<file path="src/rtl/uart_rx.sv">
// 8N1 UART receiver: synchronises rx, deserialises LSB-first bytes, strobes valid or frame_err.
// Optional even-parity checking is enabled by defining UART_RX_PARITY_EN.
module uart_rx #(
  parameter int unsigned CLKS_PER_BIT = 104,
  parameter int unsigned SYNC_STAGES  = 2
) (
  input  logic       clk,
  input  logic       reset,
  input  logic       rx,
  output logic [7:0] data,
  output logic       valid,
  output logic       frame_err,
  output logic       busy
`ifdef UART_RX_PARITY_EN
  ,
  output logic       parity_err
`endif
);

  localparam int unsigned CW = $clog2(CLKS_PER_BIT);
  localparam logic [CW-1:0] FULL_LAST = CW'(CLKS_PER_BIT - 1);
  localparam logic [CW-1:0] HALF_LAST = CW'(CLKS_PER_BIT / 2 - 1);

  typedef enum logic [2:0] {
    S_IDLE, S_START, S_DATA, S_PARITY, S_STOP, S_BRK
  } state_t;

  state_t state, state_nxt;

  logic [SYNC_STAGES-1:0] sync_q;
  logic                   rxs, rxs_d;
  logic [CW-1:0]          cnt, cnt_nxt;
  logic [2:0]             bit_idx, bit_idx_nxt;
  logic [7:0]             shift, shift_nxt;
  logic [7:0]             data_nxt;
  logic                   valid_nxt, frame_nxt, busy_nxt;
  logic                   tick, stop_good;

  assign rxs = sync_q[SYNC_STAGES-1];

  // Metastability chain plus one delayed copy for falling-edge detection
  always_ff @(posedge clk or negedge reset) begin
    if (!reset) begin
      sync_q <= '1;
      rxs_d  <= 1'b1;
    end else begin
      sync_q <= {sync_q[SYNC_STAGES-2:0], rx};
      rxs_d  <= rxs;
    end
  end

  // Mid-bit sample point: half a bit into the start bit, a full bit elsewhere
  assign tick = (state == S_START) ? (cnt == HALF_LAST) : (cnt == FULL_LAST);

  always_ff @(posedge clk or negedge reset) begin
    if (!reset) state <= S_IDLE;
    else        state <= state_nxt;
  end

  always_comb begin
    state_nxt = state;
    case (state)
      S_IDLE:  if (rxs_d && !rxs) state_nxt = S_START;
      S_START: if (tick) state_nxt = rxs ? S_IDLE : S_DATA;
`ifdef UART_RX_PARITY_EN
      S_DATA:   if (tick && (bit_idx == 3'd7)) state_nxt = S_PARITY;
      S_PARITY: if (tick) state_nxt = S_STOP;
`else
      S_DATA:  if (tick && (bit_idx == 3'd7)) state_nxt = S_STOP;
`endif
      S_STOP:  if (tick) state_nxt = rxs ? S_IDLE : S_BRK;
      S_BRK:   if (rxs) state_nxt = S_IDLE;
      default: state_nxt = S_IDLE;
    endcase
  end

`ifdef UART_RX_PARITY_EN
  logic par_q, par_nxt, par_bad, perr_nxt;
`endif

  always_comb begin
    cnt_nxt     = cnt + CW'(1);
    bit_idx_nxt = bit_idx;
    shift_nxt   = shift;
    if ((state == S_IDLE) || (state == S_BRK) || tick || (state_nxt != state))
      cnt_nxt = '0;
    if (state != S_DATA)
      bit_idx_nxt = '0;
    else if (tick) begin
      bit_idx_nxt = bit_idx + 3'd1;
      shift_nxt   = {rxs, shift[7:1]};
    end
    stop_good = (state == S_STOP) && tick && rxs;
    frame_nxt = (state == S_STOP) && tick && !rxs;
`ifdef UART_RX_PARITY_EN
    par_nxt   = ((state == S_PARITY) && tick) ? rxs : par_q;
    par_bad   = ^{shift, par_q};
    valid_nxt = stop_good && !par_bad;
    perr_nxt  = stop_good && par_bad;
`else
    valid_nxt = stop_good;
`endif
    data_nxt  = valid_nxt ? shift : data;
    busy_nxt  = (state_nxt != S_IDLE);
  end

  always_ff @(posedge clk or negedge reset) begin
    if (!reset) begin
      cnt       <= '0;
      bit_idx   <= '0;
      shift     <= '0;
      data      <= 8'h00;
      valid     <= 1'b0;
      frame_err <= 1'b0;
      busy      <= 1'b0;
    end else begin
      cnt       <= cnt_nxt;
      bit_idx   <= bit_idx_nxt;
      shift     <= shift_nxt;
      data      <= data_nxt;
      valid     <= valid_nxt;
      frame_err <= frame_nxt;
      busy      <= busy_nxt;
    end
  end

`ifdef UART_RX_PARITY_EN
  always_ff @(posedge clk or negedge reset) begin
    if (!reset) begin
      par_q      <= 1'b0;
      parity_err <= 1'b0;
    end else begin
      par_q      <= par_nxt;
      parity_err <= perr_nxt;
    end
  end
`endif

endmodule

</file>
<file path="config.mk">
export PLATFORM = sky130hd
export DESIGN_NAME = uart_rx
export DESIGN_NICKNAME = d
export VERILOG_FILES = /design/src/rtl/uart_rx.sv
export SDC_FILE = /design/constraint.sdc
export NUM_CORES = 1
export LEC_CHECK = 0
export ABC_AREA = 1
export CORE_ASPECT_RATIO = 0.7
export CORE_MARGIN = 10
export CORE_UTILIZATION = 50
export CTS_BUF_LIST = sky130_fd_sc_hd__clkbuf_8
export DETAILED_ROUTE_END_ITERATION = 12
export HOLD_SLACK_MARGIN = 0.1
export PLACE_DENSITY = 0.81
export SYNTH_ARGS = -nofsm -noshare
export SYNTH_HDL_FRONTEND = slang
export SYNTH_SLANG_ARGS = --single-unit
</file>
<file path="constraint.sdc">
create_clock -name clk -period 4.15 [get_ports clk]
set_clock_uncertainty 0.05 [all_clocks]
set_input_delay 0.83 -clock clk [delete_from_list [all_inputs] [get_ports clk]]
set_output_delay 0.83 -clock clk [all_outputs]
set_load 0.01 [all_outputs]
</file>
==> results of run 1 <==
==> layout make-up <==
type,count,area (sq um)
Timing Repair Buffer,14,138
Clock inverter,1,7.51
Multi-Input combinational cell,98,622
Clock buffer,7,96.3
Tap cell,38,47.5
Inverter,24,90.1
Sequential cell,35,880
Fill cell,264,1250
==> sequential cells by signal (all words and copies together) (netlist names) <==
signal     count
bit_idx        3
busy           1
rxs_d          1
sync_q         2
cnt            7
data           8
shift          8
state          3
frame_err      1
valid          1
==> per-layer routing <==
layer	share of wire, %	global-route usage [%]
met1	47	11.6
met2	46	17.1
met3	5.1	4.09
met4	1.4	4.56
met5	0	0
==> metrics by stage <==
step / setup WS [ns] / power, uW / std cells / util (%)
6_report: 2.06 / 815 / 217 / 60.1
3_3_place_gp: 2.39 / 542 / 209 / 56.8
4_1_cts: 2.05 / 822 / 217 / 60.1
3_5_place_dp: 2.36 / 549 / 209 / 56.8
5_1_grt: 2.03 / 852 / 217 / 60.1
2_1_floorplan: 2.59 / 517 / 159 / -
==> cells by family after synthesis <==
family	after synthesis	share of synthesized area (%)
fa+ha+maj	3	2.33
simple gates	72	25.5
buf+inv	26	6.61
compound gates	18	8.09
xor+xnor	5	2.72
flops	35	54.7
==> how the worst max path moves through the flow <==
stage | to | cells past startpoint | startpoint | slack, ns
6_report | data[6] | 1 | data[6] | 2.06
5_1_grt | data[7] | 1 | data[7] | 2.03
4_1_cts | data[6] | 1 | data[6] | 2.05
3_5_place_dp | data[6] | 1 | data[6] | 2.36
3_3_place_gp | data[6] | 1 | data[6] | 2.39
2_1_floorplan | data[6] | 8 | cnt[0] | 2.59
==> layout by cell type, fill, tap and decap left out, types with 2 or more instances in the layout <==
cell type	synthesis	routed
inv_1	23	23
nand3_2	3	3
ha_1	3	3
nor2_1	9	9
nand2_1	26	26
clkdlybuf4s50_1	0	13
dfstp_2	3	3
clkbuf_8	0	7
dfrtp_1	32	32
xor2_1	3	3
xnor2_1	2	2
nand3_1	8	8
o21ai_1	9	9
nor2_2	8	8
o21ai_2	7	7
nand3b_1	2	2
nand2_2	6	6
nand2_4	3	3
==> power by group <==
| group | internal, uW | switching, uW | total, uW |
|---|---|---|---|
| Combinational | 62.5 | 80.3 | 143 |
| Clock | 151 | 121 | 272 |
| Sequential | 370 | 30.2 | 400 |
| Total | 584 | 232 | 815 |
==> out/qor.txt, run 1 <==
drc violations -> 0
Register-to-Register Path Depth -> 7
Tmin final -> 2.09 ns
Antenna Nets Post-Route -> 0
Leak -> 0.000867 uW
H-tree depth reported by CTS -> 2
Die Width -> 87.8 microns
Row Count -> 17
Slew @ Worst Pin -> 0.429 ns
drt total wl -> 2790 microns
CTS Buf Count -> 5
initial antenna violation count -> 0
Critical Path Start Type -> flip-flop
post-synth top area share -> 49.8%
pwr/cell area -> 433 nW/um^2
worst hold path endpoint -> sync_q[1]
ranking of synthesized cells by area -> dfrtp_1 50%, nand2_1 6.1%, inv_1 5.4%
ratio of cells with drive above 1 in the final layout -> 25.1%
most common cell in the netlist -> dfrtp_1
worst hold margin -> 0.308 ns
crit path kind -> flip-flop to primary output
pin count of the biggest net entering global routing -> 36
Net Count, Synth -> 165
Critical-path top delay cell -> clkdlybuf4s50_1
maxcap violations -> 0
CORE AREA -> 3130 sq um
Area Growth Syn to Fin -> 17.0%
TritonCTS clock tree -> yes
# resized after CTS -> 0
flops & latches, synth -> 35
fin. max-slew vios -> 0
Largest stage delay, worst path -> 0.56 ns
number of global-route vias before repair -> 1,086
boundary pin count -> 14
register area share after synthesis -> 54.7%
via count -> 1,058
clock tree buffer depth -> 2
arrival time at the worst endpoint -> 1.21 ns
Slew headroom -> 71.4%
share of flip-flops with an asynchronous set or reset -> 100%
Setup crit end kind -> primary output
hold depth -> 0
nets -> 184
Worst-path clk slew -> 0.07 ns
global-route wire length before repair -> 4810 microns
RSZ-0062 raised after global routing -> no
Post-Syn Instances -> 159
CP top delay family -> buffers and inverters
Primary FF master, synth -> dfrtp_1
die footprint -> 5920 sq um
Peak VDD IR -> 303 uV
EDFF count, synth -> 0
dpl hpwl -> 2050 microns
worst r2r dst -> cnt[2]
Routed WL per cell -> 12.9 microns
# hold bufs at CTS -> 0
post-CTS setup buffer count -> 0
status -> complete, no violations
ratio of final minimum period to clock period -> 50.4%
register-to-register setup slack -> 2.46 ns
Pre-antenna DRT Iters -> 4
CTS sink count -> 35
die height -> 67.4 microns
final hold vios -> 0
1st-iter DRT viols -> 45
Synth cell types -> 28
placed cell area -> 1780 sq um
worst-path cell chain -> clkdlybuf4s50_1
Synth Area per Inst -> 10.1 sq um
Initial Util -> 51.4%
design area -> 1880 sq um
warnings from Yosys -> 0
Min-Delay Path Class -> flip-flop to flip-flop
ant diodes -> 0
CP Data Required Time -> 3.27 ns
gr ovfl total -> 0
crit-path max FO -> 2
hold path start -> sync_q[0]
CP bufs+invs -> 1
R2R Path Start -> cnt[0]
Worst-Skew Late Latency -> 0.29 ns
Fin Setup TNS -> 0 ns
CTS root buffer -> clkbuf_8
top cells by count, synth -> 32 x dfrtp_1, 26 x nand2_1, 23 x inv_1, 9 x nor2_1, 9 x o21ai_1
Max Clk Rate -> 478 MHz
All-Layer GR Usage -> 10.3%
largest area contributor in the netlist -> dfrtp_1
# setup viols final -> 0
Vias/cell -> 4.88
routability cong. -> 0.813
Synth Cell Area -> 1610 sq um
# port buffers -> 13
No activity file was read; power rests on OpenSTA's default activity.
==> run 2: changes to the inputs <==
PLACE_DENSITY = 0.83   (was 0.81)
clock period = 1.7 ns   (was 4.15 ns; I/O delays follow)
==> out/qor.txt, run 2 (synthesized netlist as in run 1, its figures left out) <==
status -> complete, no violations
worst-path cell chain -> nor2_2 > nand2_2 > buf_4 > nand2_2 > nand2_4 > nand3_4 > nand2_2 > nand3_2 > nand3_2 > nand2_4 > nor2_2
most frequent cells in the layout -> 31 x dfrtp_1, 26 x nand2_1, 23 x inv_1
Leak -> 0.000895 uW
Routed WL per cell -> 13.7 microns
Worst-path clk slew -> 0.07 ns
Critical-path top delay cell -> dfrtp_2
Initial Util -> 51.4%
H-tree depth reported by CTS -> 2
Filler cells -> 235
switching power -> 598 uW
initial antenna violation count -> 0
Flop pwr share -> 45.6%
ant diodes -> 0
pin count of the biggest net entering global routing -> 36
boundary pin count -> 14
Comb power frac -> 18.1%
crit-path max FO -> 7
Fin Setup TNS -> 0 ns
CTS sink count -> 35
Peak VDD IR -> 616 uV
nets -> 188
RSZ-0062 raised after global routing -> yes
Clock Power Share -> 36.3%
dpl hpwl -> 2120 microns
Largest stage delay, worst path -> 0.44 ns
CP Data Required Time -> 1.83 ns
Antenna Nets Post-Route -> 0
switching share of power -> 27.9%
Final Util -> 63.0%
biggest regs -> data (8), shift (8), cnt (7)
Worst-Skew Late Latency -> 0.30 ns
Area Growth Syn to Fin -> 22.5%
ratio of cells with drive above 1 in the final layout -> 29.5%
die height -> 67.4 microns
# port buffers -> 13
CTS root buffer -> clkbuf_8
clock tree buffer depth -> 2
Most common cell on crit path -> nand2_2
ratio of final minimum period to clock period -> 97.9%
Tmin final -> 1.66 ns
Slew headroom -> 81.8%
Die Width -> 87.8 microns
arrival time at the worst endpoint -> 1.79 ns
Pre-antenna DRT Iters -> 4
All-Layer GR Usage -> 11.3%
most common cell after layout, fill and taps aside -> dfrtp_1
final hold vios -> 0
total power -> 2140 uW
crit path kind -> flip-flop to flip-flop
Setup crit end kind -> flip-flop
Vias/cell -> 5.03
Max Clk Rate -> 601 MHz
Internal -> 1540 uW
Critical Path Start Type -> flip-flop
maxcap violations -> 0
CTS Buf Count -> 5
die footprint -> 5920 sq um
drc violations -> 0
CP top delay family -> simple AND/OR/NAND/NOR gates
CP bufs+invs -> 1
# setup viols final -> 0
TritonCTS clock tree -> yes
CORE AREA -> 3130 sq um
via count -> 1,112
Min-Delay Path Class -> flip-flop to flip-flop
fin. max-slew vios -> 0
global-route wire length before repair -> 5130 microns
1st-iter DRT viols -> 76
drt total wl -> 3020 microns
worst hold margin -> 0.307 ns
Row Count -> 17
pwr/cell area -> 1090 nW/um^2
routability cong. -> 0.847
Slew @ Worst Pin -> 0.273 ns
number of global-route vias before repair -> 1,154
gr ovfl total -> 0
[run 2: metal layers]
layer  track usage, %  share of wire [%]
met5                0                  0
met1             12.0                 42
met2             19.3                 51
met3             4.69                5.2
met4             5.16                1.6
[run 2: layout make-up]
class | instances | area, sq um | area share (%)
clock inverters | 2 | 35.0 | 1.78
clock buffers | 6 | 82.6 | 4.19
flip-flops and latches | 35 | 881 | 44.7
well taps | 38 | 47.5 | 2.41
repair buffers | 18 | 180 | 9.15
inverters | 24 | 90.1 | 4.57
multi-input cells | 98 | 653 | 33.2
[run 2: path summary, 6_finish.rpt]
check	start	endpoint	slack (ns)	cells after the start
max in group asynchronous	reset	rxs_d	0.99	2
min in group asynchronous	reset	valid	0.36	2
setup / recovery	state[1]	cnt[5]	0.04	11
setup reg to reg	state[1]	cnt[5]	0.04	11
hold reg to reg	sync_q[0]	sync_q[1]	0.31	0
hold / removal	sync_q[0]	sync_q[1]	0.31	0
[run 2: per-stage QoR]
step                      instance area (sq um)  setup slack (ns)  instances
after global routing                       1970           -0.0380        221
after detailed placement                   1790            0.0449        209
after floorplan                            1610             0.141        159
after global placement                     1790             0.118        209
final                                      1970            0.0359        221
after CTS                                  1910            0.0336        217
[run 2: what timing repair did]
action / 4_1_cts / 5_1_grt
setup buffers: 0 / 4
hold buffers: 0 / 0
endpoints found under the setup margin: 0 / 22
resized for setup: 0 / 8
[run 2: power groups by stage]
| stage | clock network (uW) | logic [uW] | registers (uW) |
|---|---|---|---|
| floorplan | 0 | 283 | 978 |
| global placement | 0 | 344 | 985 |
| detailed placement | 0 | 358 | 991 |
| CTS | 785 | 362 | 976 |
| global route | 823 | 435 | 992 |
| finish | 777 | 388 | 977 |
==> run 3: changes to the inputs <==
CELL_PAD_IN_SITES_DETAIL_PLACEMENT = 0   (was default)
CELL_PAD_IN_SITES_GLOBAL_PLACEMENT = 2   (was default)
CORE_UTILIZATION = 34   (was 50)
PLACE_DENSITY = 0.86   (was 0.83)
==> out/qor.txt, run 3 (synthesized netlist as in run 1, its figures left out) <==
Worst-path clk slew -> 0.08 ns
boundary pin count -> 14
nets -> 186
Leak -> 0.000846 uW
gr ovfl total -> 0
R2R Path Start -> state[1]
RSZ-0062 raised after global routing -> yes
Vias/cell -> 4.52
most frequent cells in the layout -> 31 x dfrtp_1, 26 x nand2_1, 23 x inv_1
Row Count -> 20
most common cell after layout, fill and taps aside -> dfrtp_1
CORE AREA -> 4450 sq um
Fin Setup TNS -> 0 ns
fin. max-slew vios -> 0
# port buffers -> 13
Antenna Nets Post-Route -> 0
register area -> 881 sq um
Pre-antenna DRT Iters -> 4
die footprint -> 7920 sq um
CP Data Required Time -> 1.83 ns
pwr/cell area -> 997 nW/um^2
worst hold path endpoint -> sync_q[1]
register-to-register setup slack -> 0.03 ns
Die Width -> 102 microns
Min-Delay Path Class -> flip-flop to flip-flop
Peak VDD IR -> 381 uV
CTS root buffer -> clkbuf_8
arrival time at the worst endpoint -> 1.80 ns
# setup viols final -> 0
status -> complete, no violations
maxcap violations -> 0
Area Growth Syn to Fin -> 21.9%
dpl hpwl -> 2090 microns
CTS sink count -> 35
Register-to-Register Path Depth -> 8
Final Util -> 44.0%
Setup crit end kind -> flip-flop
die height -> 77.5 microns
Tmin final -> 1.67 ns
Slew headroom -> 80.7%
crit path kind -> flip-flop to flip-flop
pin count of the biggest net entering global routing -> 36
drt total wl -> 2930 microns
hold depth -> 0
crit-path max FO -> 7
routability cong. -> 0.732
H-tree depth reported by CTS -> 2
clock tree buffer depth -> 2
All-Layer GR Usage -> 8.16%
Worst-Skew Late Latency -> 0.29 ns
Initial Util -> 36.1%
area of the multi-input gates -> 664 sq um
TritonCTS clock tree -> yes
1st-iter DRT viols -> 25
Critical Path Start Type -> flip-flop
ratio of cells with drive above 1 in the final layout -> 29.3%
CTS Buf Count -> 5
Filler cells -> 423
via count -> 1,067
number of global-route vias before repair -> 1,097
initial antenna violation count -> 0
biggest regs -> data (8), shift (8), cnt (7)
drc violations -> 0
ant diodes -> 0
Max Clk Rate -> 601 MHz
Routed WL per cell -> 12.4 microns
global-route wire length before repair -> 5080 microns
Slew @ Worst Pin -> 0.289 ns
final hold vios -> 0
# hold bufs at CTS -> 0
worst r2r dst -> cnt[0]
hold path start -> sync_q[0]
ratio of final minimum period to clock period -> 98.0%
## run 3: changes by cell type in the layout (fill, tap and decap cells not counted)
cell,before,now
nand2_4,3,2
ha_2,0,1
inv_4,0,1
ha_1,3,2
inv_2,1,0
nand2_8,0,1
clkinvlp_4,0,2
buf_4,4,2
clkbuf_8,6,5
bufinv_16,1,0
## run 3: final cells by class
cell class              instances  share of cell area [%]
clock buffers                   5                    3.51
clock inverters                 3                    1.02
inverters                      24                    4.72
multi-input cells              98                    33.9
flip-flops and latches         35                    44.9
well taps                      55                    3.51
repair buffers                 16                    8.42
## run 3: what timing repair did
| action | CTS | global route |
|---|---|---|
| endpoints found under the setup margin | 0 | 29 |
| buffers inserted | 0 | 2 |
| gates resized for setup | 0 | 11 |
## run 3: where the power goes
group / total, uW / leakage (uW) / switching [uW] / internal [uW]
logic: 381 / 0.000343 / 218 / 163
registers: 976 / 0.000462 / 72.4 / 904
clock network: 597 / 0.0000402 / 312 / 285
total: 1950 / 0.000846 / 603 / 1350
## run 3: worst max-delay path, cell delays in order, from the launching register on
cell	delay [ns]
dfrtp_2	0.42
nor2_2	0.11
nand2_2	0.09
o21bai_4	0.26
nand4_1	0.19
nand3_2	0.13
nand3_2	0.09
nand2_4	0.15
nor2_2	0.05
## run 3: per-layer routing
metal  global-route usage [%]  vias up  part of all wire [%]
li1                         -      543                     -
met1                     9.77      504                    48
met2                     12.2       14                    45
met3                     3.98        6                   4.9
met4                     3.37        0                   1.9
met5                        0        -                     0
## run 3: through the flow
step | cell area (sq um) | total power [uW] | std cells | worst slack (ns) | hold slack (ns)
after floorplan | 1610 | 1260 | 159 | 0.141 | -0.00559
after global placement | 1810 | 1330 | 226 | 0.0868 | 0.298
after detailed placement | 1810 | 1350 | 226 | 0.0337 | 0.300
after CTS | 1900 | 1950 | 234 | 0.0150 | 0.310
after global routing | 1960 | 2070 | 236 | -0.0742 | 0.316
final | 1960 | 1950 | 236 | 0.0347 | 0.309
## run 3: how the worst max path moves through the flow
stage             start  endpoint  cells past startpoint
2_1_floorplan    cnt[0]   data[6]                      8
3_3_place_gp     cnt[0]    cnt[0]                      7
3_5_place_dp     cnt[0]   data[4]                      7
4_1_cts          cnt[0]   data[1]                      7
5_1_grt        state[1]    cnt[0]                      8
6_report       state[1]    cnt[0]                      8
==> RTL edit: new RTL, config.mk and constraints of run 2 <==
Take the reset off `shift` and load it in a clocked block of its own.
--- a/src/rtl/uart_rx.sv
+++ b/src/rtl/uart_rx.sv
@@ -108,7 +108,6 @@
     if (!reset) begin
       cnt       <= '0;
       bit_idx   <= '0;
-      shift     <= '0;
       data      <= 8'h00;
       valid     <= 1'b0;
       frame_err <= 1'b0;
@@ -116,12 +115,15 @@
     end else begin
       cnt       <= cnt_nxt;
       bit_idx   <= bit_idx_nxt;
-      shift     <= shift_nxt;
       data      <= data_nxt;
       valid     <= valid_nxt;
       frame_err <= frame_nxt;
       busy      <= busy_nxt;
     end
+  end
+
+  always_ff @(posedge clk) begin
+    shift <= shift_nxt;
   end
 
 `ifdef UART_RX_PARITY_EN
Formal check against the unedited RTL: same outputs for any inputs over 10 cycles, from zero or initial values and one cycle with reset low; that may be too few to reach the edited logic, so the function may still have changed.
==> RTL edit against run 2 <==
  * Setup slack improved by 73 ps
  * Non-clock buffer count down 2
  * Total power is 11% lower
  * Design area is 8.9% lower
  * Synthesized area is 6.1% lower
  * Via count shrank 13%
  * Routed wire length shrank 7.9%
  * Sequential cell count unchanged
  * Synthesized cell count decreased by 13%
  * Fmax increased by 4.6%
  * Largest cell class unchanged
  * Largest power group unchanged
==> RTL edit: results (changes against run 2) <==
metric,value,unit,change
synth_nets,145,,was 165
yosysUniqueCellTypes,26,,was 28
critPathMaxFanout,9,,was 7
dp_hpwl,2083,um,was 2125 um
placedCellCount,191,,was 209
synth-edff-count,8,,was 0
layout.nets,168,,was 188
drtIter0Drc,56,,was 76
ys_async_sr_fraction,77.14,%,was 100.0%
r2r_cells,8,,was 11
insertion_delay,280,ps,was 300 ps
n_fill_cell,227,,was 235
rr_endpoint,data[3],,was cnt[5]
ys_seq_area_share,60.89,%,was 54.71%
r2r_start,cnt[0],,was state[1]
synth.avg_cell_area,10.86,um2,was 10.11 um2
netSwitchingFraction,28.26,%,was 27.93%
crit_slowest_cell,dfrtp_1,,was dfrtp_2
power.leakage,0.8429,nW,was 0.8949 nW
grtUsageTotal,10.91,%,was 11.26%
ir_worst_vdd,0.6714,mV,was 0.6156 mV
whs,308.3,ps,was 307.1 ps
status,"finished, final reports clean",,unchanged
pg_comb,0.356,mW,was 0.388 mW
place_ws,23.26,ps,was 44.87 ps
first_global_vias,1054,,was 1154
## RTL edit: cell types whose count changed in the layout (fill, tap and decap cells not counted), sizes merged, moves of 4 or more
cell,delta
dfrtp,-8
o21ai,-15
nand3,-4
inv,-6
edfxtp,+8
## RTL edit: metrics by stage
step	total power, mW	setup TNS (ps)	cell area, um2
floorplan	1.280	0	1510
global placement	1.351	0	1708
detailed placement	1.370	0	1708
CTS	1.927	0	1792
global route	2.029	-83.98	1794
finish	1.910	0	1794
## RTL edit: kinds of logic after synthesis
group                    Yosys count  share of synthesized area, %
AO/OA/AOI/OAI                      5                         3.066
AND/OR/NAND/NOR                   72                         25.60
flip-flops                        35                         60.90
XOR/XNOR                           5                         2.900
adder cells (fa/ha/maj)            3                         2.486
buffers and inverters             19                         5.054
## RTL edit: worst max-delay path: cells and delay by family (launching register included)
kind | cells | cell delay [ps]
fa+ha+maj | 1 | 230
buf+inv | 2 | 170
flops | 1 | 400
simple gates | 5 | 620
## RTL edit: worst max path at each step
stage	start	to	slack (ps)	cells past startpoint
5_1_grt	cnt[0]	cnt[5]	-20	7
2_1_floorplan	cnt[0]	shift[0]	150	4
3_3_place_gp	cnt[0]	shift[6]	90	4
6_report	cnt[0]	data[3]	110	8
3_5_place_dp	state[1]	shift[5]	20	5
4_1_cts	cnt[0]	shift[6]	3	4
## RTL edit: area by class of cell
class                      instances  area share (%)
clock buffer                       5           3.835
inverter                          19           4.254
multi-input combinational         85           28.73
timing repair buffer              16           8.508
clock inverter                     3          0.8368
tap                               36           2.510
sequential                        35           51.32
## RTL edit: routing by layer
metal	routed length, um	track usage, %
met3	126	4.187
met5	0	0
met4	13	3.689
met2	1437	17.72
met1	1204	13.00
